### config.mk
export PLATFORM = sky130hd
export DESIGN_NAME = io_input_conditioner_flat
export DESIGN_NICKNAME = d
export VERILOG_FILES = /design/src/rtl/io_input_conditioner_if.sv /design/src/rtl/io_input_conditioner.sv /design/src/flat_wrapper.sv
export SDC_FILE = /design/constraint.sdc
export NUM_CORES = 1
export LEC_CHECK = 0
export CAP_MARGIN = 20
export CORE_UTILIZATION = 42
export CTS_CLUSTER_DIAMETER = 40
export CTS_CLUSTER_SIZE = 25
export DETAILED_ROUTE_END_ITERATION = 8
export PLACE_DENSITY_LB_ADDON = 0.15
export RECOVER_POWER = 100
export SYNTH_ARGS = -nofsm -noshare
export SYNTH_HDL_FRONTEND = slang
export SYNTH_SLANG_ARGS = --single-unit
### constraint.sdc
create_clock -name clk -period 14.7 [get_ports clk]
set_clock_uncertainty 0.2 [all_clocks]
set_input_delay 4.41 -clock clk [delete_from_list [all_inputs] [get_ports clk]]
set_output_delay 4.41 -clock clk [all_outputs]
set_load 0.05 [all_outputs]
### src/rtl/io_input_conditioner_if.sv
// io_input_conditioner_if: raw pins and clear requests in, clean values and change flags out.
//   master: the conditioner (takes raw pins/clears, drives clean/sticky/strobe)
//   slave : the IO memory side (drives raw pins/clears, reads clean/sticky/strobe)
interface io_input_conditioner_if #(
    parameter int NUM_SW   = 5,
    parameter int NUM_GPIO = 36
);
    logic [NUM_SW-1:0]          sw_raw;
    logic [NUM_GPIO-1:0]        gpio_raw;
    logic [NUM_SW+NUM_GPIO-1:0] clr_sticky;
    logic [NUM_SW-1:0]          sw_clean;
    logic [NUM_GPIO-1:0]        gpio_clean;
    logic [NUM_SW+NUM_GPIO-1:0] chg_sticky;
    logic                       chg_strobe;
    modport master (
        input  sw_raw, gpio_raw, clr_sticky,
        output sw_clean, gpio_clean, chg_sticky, chg_strobe
    );
    modport slave (
        output sw_raw, gpio_raw, clr_sticky,
        input  sw_clean, gpio_clean, chg_sticky, chg_strobe
    );
endinterface

### src/rtl/io_input_conditioner.sv
// io_input_conditioner: 2-flop synchronizer plus per-bit debounce, sticky change flags and change strobe.
//   clk, rst (async, active-high); bus: io_input_conditioner_if.master
//   bit i of the internal vector: switches at [NUM_SW-1:0], gpio j at NUM_SW+j
module io_input_conditioner #(
    parameter int NUM_SW          = 5,
    parameter int NUM_GPIO        = 36,
    parameter int DEBOUNCE_CYCLES = 16
) (
    input logic clk,
    input logic rst,
    io_input_conditioner_if.master bus
);
    localparam int N  = NUM_SW + NUM_GPIO;
    localparam int CW = DEBOUNCE_CYCLES > 1 ? $clog2(DEBOUNCE_CYCLES) : 1;
    localparam logic [CW-1:0] CNT_MAX = CW'(DEBOUNCE_CYCLES - 1);

    logic [N-1:0]  in_raw, sync1_q, sync2_q, clean_q, clean_d, sticky_q, sticky_d, upd;
    logic [CW-1:0] cnt_q [N];
    logic [CW-1:0] cnt_d [N];
    logic          strobe_q, strobe_d;

    assign in_raw = {bus.gpio_raw, bus.sw_raw};

    // Any return of sync2 to the clean value restarts the count: no accumulation across bounces.
    always_comb begin
        upd = '0;
        for (int i = 0; i < N; i++) begin
            upd[i]   = (sync2_q[i] != clean_q[i]) && (cnt_q[i] == CNT_MAX);
            cnt_d[i] = (sync2_q[i] == clean_q[i] || upd[i]) ? '0 : cnt_q[i] + CW'(1);
        end
        clean_d  = clean_q ^ upd;
        sticky_d = upd | (sticky_q & ~bus.clr_sticky);
        strobe_d = |upd;
    end

    always_ff @(posedge clk or posedge rst) begin
        if (rst) begin
            sync1_q  <= '0;
            sync2_q  <= '0;
            clean_q  <= '0;
            sticky_q <= '0;
            strobe_q <= 1'b0;
            cnt_q    <= '{default: '0};
        end else begin
            sync1_q  <= in_raw;
            sync2_q  <= sync1_q;
            clean_q  <= clean_d;
            sticky_q <= sticky_d;
            strobe_q <= strobe_d;
            cnt_q    <= cnt_d;
        end
    end

    assign bus.sw_clean   = clean_q[NUM_SW-1:0];
    assign bus.gpio_clean = clean_q[N-1:NUM_SW];
    assign bus.chg_sticky = sticky_q;
    assign bus.chg_strobe = strobe_q;
endmodule
### src/flat_wrapper.sv
// flat-port wrapper written by rule: the top's interface ports become plain ports
module io_input_conditioner_flat 
#(
    parameter int NUM_SW          = 5,
    parameter int NUM_GPIO        = 36,
    parameter int DEBOUNCE_CYCLES = 16
)
  (clk, rst, bus_sw_raw, bus_gpio_raw, bus_clr_sticky, bus_sw_clean, bus_gpio_clean, bus_chg_sticky, bus_chg_strobe);
  io_input_conditioner_if #(.NUM_SW(NUM_SW), .NUM_GPIO(NUM_GPIO)) bus_i ();
  input logic clk;
  input logic rst;
  input wire logic [$bits(bus_i.sw_raw)-1:0] bus_sw_raw;
  input wire logic [$bits(bus_i.gpio_raw)-1:0] bus_gpio_raw;
  input wire logic [$bits(bus_i.clr_sticky)-1:0] bus_clr_sticky;
  output wire logic [$bits(bus_i.sw_clean)-1:0] bus_sw_clean;
  output wire logic [$bits(bus_i.gpio_clean)-1:0] bus_gpio_clean;
  output wire logic [$bits(bus_i.chg_sticky)-1:0] bus_chg_sticky;
  output wire logic [$bits(bus_i.chg_strobe)-1:0] bus_chg_strobe;
  assign bus_i.sw_raw = bus_sw_raw;
  assign bus_i.gpio_raw = bus_gpio_raw;
  assign bus_i.clr_sticky = bus_clr_sticky;
  assign bus_sw_clean = bus_i.sw_clean;
  assign bus_gpio_clean = bus_i.gpio_clean;
  assign bus_chg_sticky = bus_i.chg_sticky;
  assign bus_chg_strobe = bus_i.chg_strobe;
  io_input_conditioner #(.NUM_SW(NUM_SW), .NUM_GPIO(NUM_GPIO), .DEBOUNCE_CYCLES(DEBOUNCE_CYCLES)) u_core (.clk(clk), .rst(rst), .bus(bus_i));
endmodule
==> results <==
- The flow ran to the end, but the final reports show violations.
- The checks that failed: capacitance limit, slew limit.
- Cells with a size suffix above 1 make up 10.2% of the layout.
- Summed over all layers, the global routing overflow is 0.
- The cell-internal power is 1.64 mW.
- The number of antenna violations at the first check in global routing is 3.
- The hold violation total from the final report was 0.
- The count of yosys warnings during synthesis is 0.
- The path class of the tightest hold or removal check is reg -> reg.
- The final-stage net count is 1312.
- The worst endpoint required time is 15010 ps.
- The finished cells cover 16000 sq um.
- The leakage component of the power is 7.61 nW.
- The number of rows in the core area is 62.
- The layout overhead on the synthesized area is 29.5%.
- sky130_fd_sc_hd__dfrtp_1 takes more of the synthesized area than any other cell.
- The number of H-tree branching levels is 2.
- Per report_power, the clock group accounts for 49.1% of the total.
- In this run the remaining antenna-violating nets after routing total 0.
- The CTS buffer count is 43.
- Along the worst path, the maximum fanout reaches 104.
- The combinational share of power is 4.9%.
- In this run the critical register-to-register path is launched from u_core.cnt_q[160].
- The endpoint of the worst register-to-register path is u_core.bus.chg_strobe.
- The starting utilization of the core area is 42.9%.
- The number of port buffers is 166.
- Setup repair after global routing left no endpoint under its margin.
- The floorplan step defined a die boundary enclosing 30100 sq um.
- The worst pin sits at a relative slew slack of -207%.
- The total setup violations reported at the end of the flow is 0.
- The area of the core is 28800 sq um.
- The clock root buffer master is sky130_fd_sc_hd__clkbuf_16.
- Entering global routing, the biggest net connects 105 pins.
- The post-detailed-placement half-perimeter wirelength is 14200 um.
- The clock passes through at most 3 buffers.
- TritonCTS built the clock tree.
- After clock tree synthesis, the clock-pin slew on the worst setup and hold paths is 60 ps.
- The setup path with the least slack is of type in -> async.
- The top cell type by area accounts for 66.7% of the synthesized area.
- Dividing total power by cell area gives a power density of 132 nW/um^2.
- The synthesized design contains 0 enable-type register cells.
- Counting instances in the post-synthesis netlist gives the leading cell types as sky130_fd_sc_hd__dfrtp_1, sky130_fd_sc_hd__nor2_1, sky130_fd_sc_hd__inv_1, sky130_fd_sc_hd__nand3_1, sky130_fd_sc_hd__xnor2_1.
- The worst setup path is captured at an async pin.
- Counting flops with an async set or reset pin after synthesis yields a share of 100%.
- The instance area after placement is 14500 sq um.
- Derived from the worst setup path, the maximum achievable clock frequency is 120 MHz.
- The post-synthesis net count is 1097.
- Of the synthesized area, sequential elements account for 66.7%.
- The summed negative setup slack over all endpoints is 0 ps.
- The leading register cell type out of synthesis is sky130_fd_sc_hd__dfrtp_1.
- For this block, the initial DRC count from the detailed router was 276.
- The via count of the first global-routing pass came to 7575.
- The fill cell total of the finished layout is 2454.
- Following the worst setup path forward leads to its endpoint at u_core.sync2_q[27].
- Hold repair after CTS inserted 0 buffers.
- The remaining design rule violation count is 0.
- The tool flagged a number of max-cap violations equal to 1.
- The total number of clock tree sinks is 329.
- The count of boundary I/O pins is 167.
- The first-pass GRT wire length is 36300 um.
- The detailed router placed 7408 vias in this run.
- At the pin with the least slew margin, the transition time is 4580 ps.
- Before antenna repair, the detailed router went through 4 iterations.
- The launch point of the worst path is rst.
- The number of gates given a new drive strength after cts is 0.
- The post-CTS repair timing setup buffer count is 0.
- The global-route usage over all layers is 14.7%.
- The total count of max-transition violations in the final report is 105.
- The vertical extent of the die is 173 um.
- The mean number of vias per cell is 4.61.
- The gate count after technology mapping is 972.
- For this design the total switching power over the nets is 0.473 mW.
- The shortest period the worst path allows is 8330 ps.
- In this run switching power makes up 22.4% of total power.
- The reg2reg setup slack is 11930 ps.
- The global placement routability congestion is 0.727.
- STA puts the critical path data arrival time at 8650 ps.
- After synthesis, the cell types taking the most area are sky130_fd_sc_hd__dfrtp_1, sky130_fd_sc_hd__xnor2_1, sky130_fd_sc_hd__nor2_1.
- Yosys instantiated no cell more often than sky130_fd_sc_hd__dfrtp_1.
- In the finished design, the share of the clock period the worst path needs comes to 56.7%.
- Dividing the detail-routed wire length by the instance count gives 13.1 um.
- The worst-case IR drop observed on VDD is 87.1 uV.
- The proportion of power drawn by flip-flops and latches is 46.0%.
- The count of different cell masters after synthesis is 22.
- After synthesis the cells add up to 12300 sq um.
- The number of cells on the worst reg-to-reg path is 6.
- Clock latency on the worst-skew pair, taken at its later pin, is 520 ps.
- After synthesis, the mean cell area works out to 12.7 sq um.
- The die width is 173 um.
- The worst setup path is launched from an input port.
- The post-detailed-routing wire length is 21100 um.
- After synthesis the netlist holds a flip-flop and latch count of 329.
cell usage in the layout (no fill, tap or decap), types with 2 or more instances in the layout:
cell                              n
sky130_fd_sc_hd__dfrtp_1        329
sky130_fd_sc_hd__dlygate4sd3_1  166
sky130_fd_sc_hd__nor2_1         162
sky130_fd_sc_hd__nand3_1         82
sky130_fd_sc_hd__inv_1           81
sky130_fd_sc_hd__xnor2_1         80
sky130_fd_sc_hd__o22ai_1         59
sky130_fd_sc_hd__clkbuf_16       45
sky130_fd_sc_hd__xor2_1          43
sky130_fd_sc_hd__mux2_2          41
sky130_fd_sc_hd__ha_1            41
sky130_fd_sc_hd__nand2b_1        34
sky130_fd_sc_hd__clkinvlp_4       8
sky130_fd_sc_hd__a31o_2           7
sky130_fd_sc_hd__clkbuf_1         7
sky130_fd_sc_hd__inv_6            6
sky130_fd_sc_hd__clkinv_2         4
sky130_fd_sc_hd__bufinv_16        4
sky130_fd_sc_hd__clkinv_4         4
sky130_fd_sc_hd__nor4_1           3
sky130_fd_sc_hd__diode_2          2
sky130_fd_sc_hd__buf_4            2
how the worst min path moves through the flow:
| stage | start | end | cells after the start |
|---|---|---|---|
| final | u_core.sync1_q[23] | u_core.sync2_q[23] | 0 |
| after global routing | u_core.sync1_q[31] | u_core.sync2_q[31] | 0 |
| after CTS | u_core.sync1_q[31] | u_core.sync2_q[31] | 0 |
| after detailed placement | u_core.sync1_q[11] | u_core.sync2_q[11] | 0 |
| after global placement | u_core.sync1_q[5] | u_core.sync2_q[5] | 0 |
| after floorplan | u_core.sync1_q[0] | u_core.sync2_q[0] | 0 |
cell families (layout without fill, tap and decap cells):
logic type,after synthesis,in the layout,share of synthesized area (%)
AOI/OAI and AO/OA,68,68,3.60
xor gates and xnor gates,123,123,8.79
adders and majority gates,41,41,4.16
buffers and inverters,82,330,2.50
DFF,329,329,66.7
muxes,41,41,3.74
other,0,2,0
and+or+nand+nor,288,288,10.5
cell type report:
class / count / area, sq um / share of cell area (%)
multi-input combinational: 561 / 3790 / 23.7
timing repair buffer: 170 / 1710 / 10.7
sequential: 329 / 8230 / 51.5
tap: 384 / 480 / 3.01
clock buffer: 52 / 1160 / 7.28
clock inverter: 26 / 288 / 1.80
antenna: 2 / 5.00 / 0.0313
inverter: 82 / 309 / 1.93
metrics by stage:
step           util [%]  hold WS [ps]  setup slack (ps)  instances  total power, mW
2_1_floorplan         -           131               979        972             1.05
3_3_place_gp       50.4           132              7910       1525             1.09
3_5_place_dp       50.4           135              7920       1525             1.10
4_1_cts            55.4           140              8300       1603             2.15
5_1_grt            55.5           143              5520       1604             2.20
6_report           55.5           139              6370       1606             2.11
worst max-delay path, stage by stage:
cell	delay [ps]
sky130_fd_sc_hd__dlygate4sd3_1	550
sky130_fd_sc_hd__clkinvlp_2	2540
sky130_fd_sc_hd__buf_4	1010
metal layers:
layer	up-vias	GRT usage, %	part of all wire [%]	routed length, um
li1	3663	-	-	-
met1	3558	20.2	47	9960
met2	142	22.7	45	9500
met3	43	3.84	5.6	1180
met4	2	4.98	2.1	453
met5	-	0	0.081	17
power groups by stage:
stage | sequential [mW] | clock [mW] | combinational (mW)
2_1_floorplan | 0.982 | 0 | 0.0701
3_3_place_gp | 0.985 | 0 | 0.108
3_5_place_dp | 0.986 | 0 | 0.110
4_1_cts | 0.971 | 1.07 | 0.111
5_1_grt | 0.976 | 1.11 | 0.122
6_report | 0.970 | 1.03 | 0.104
Note: power is estimated with default switching activity, not from simulation.
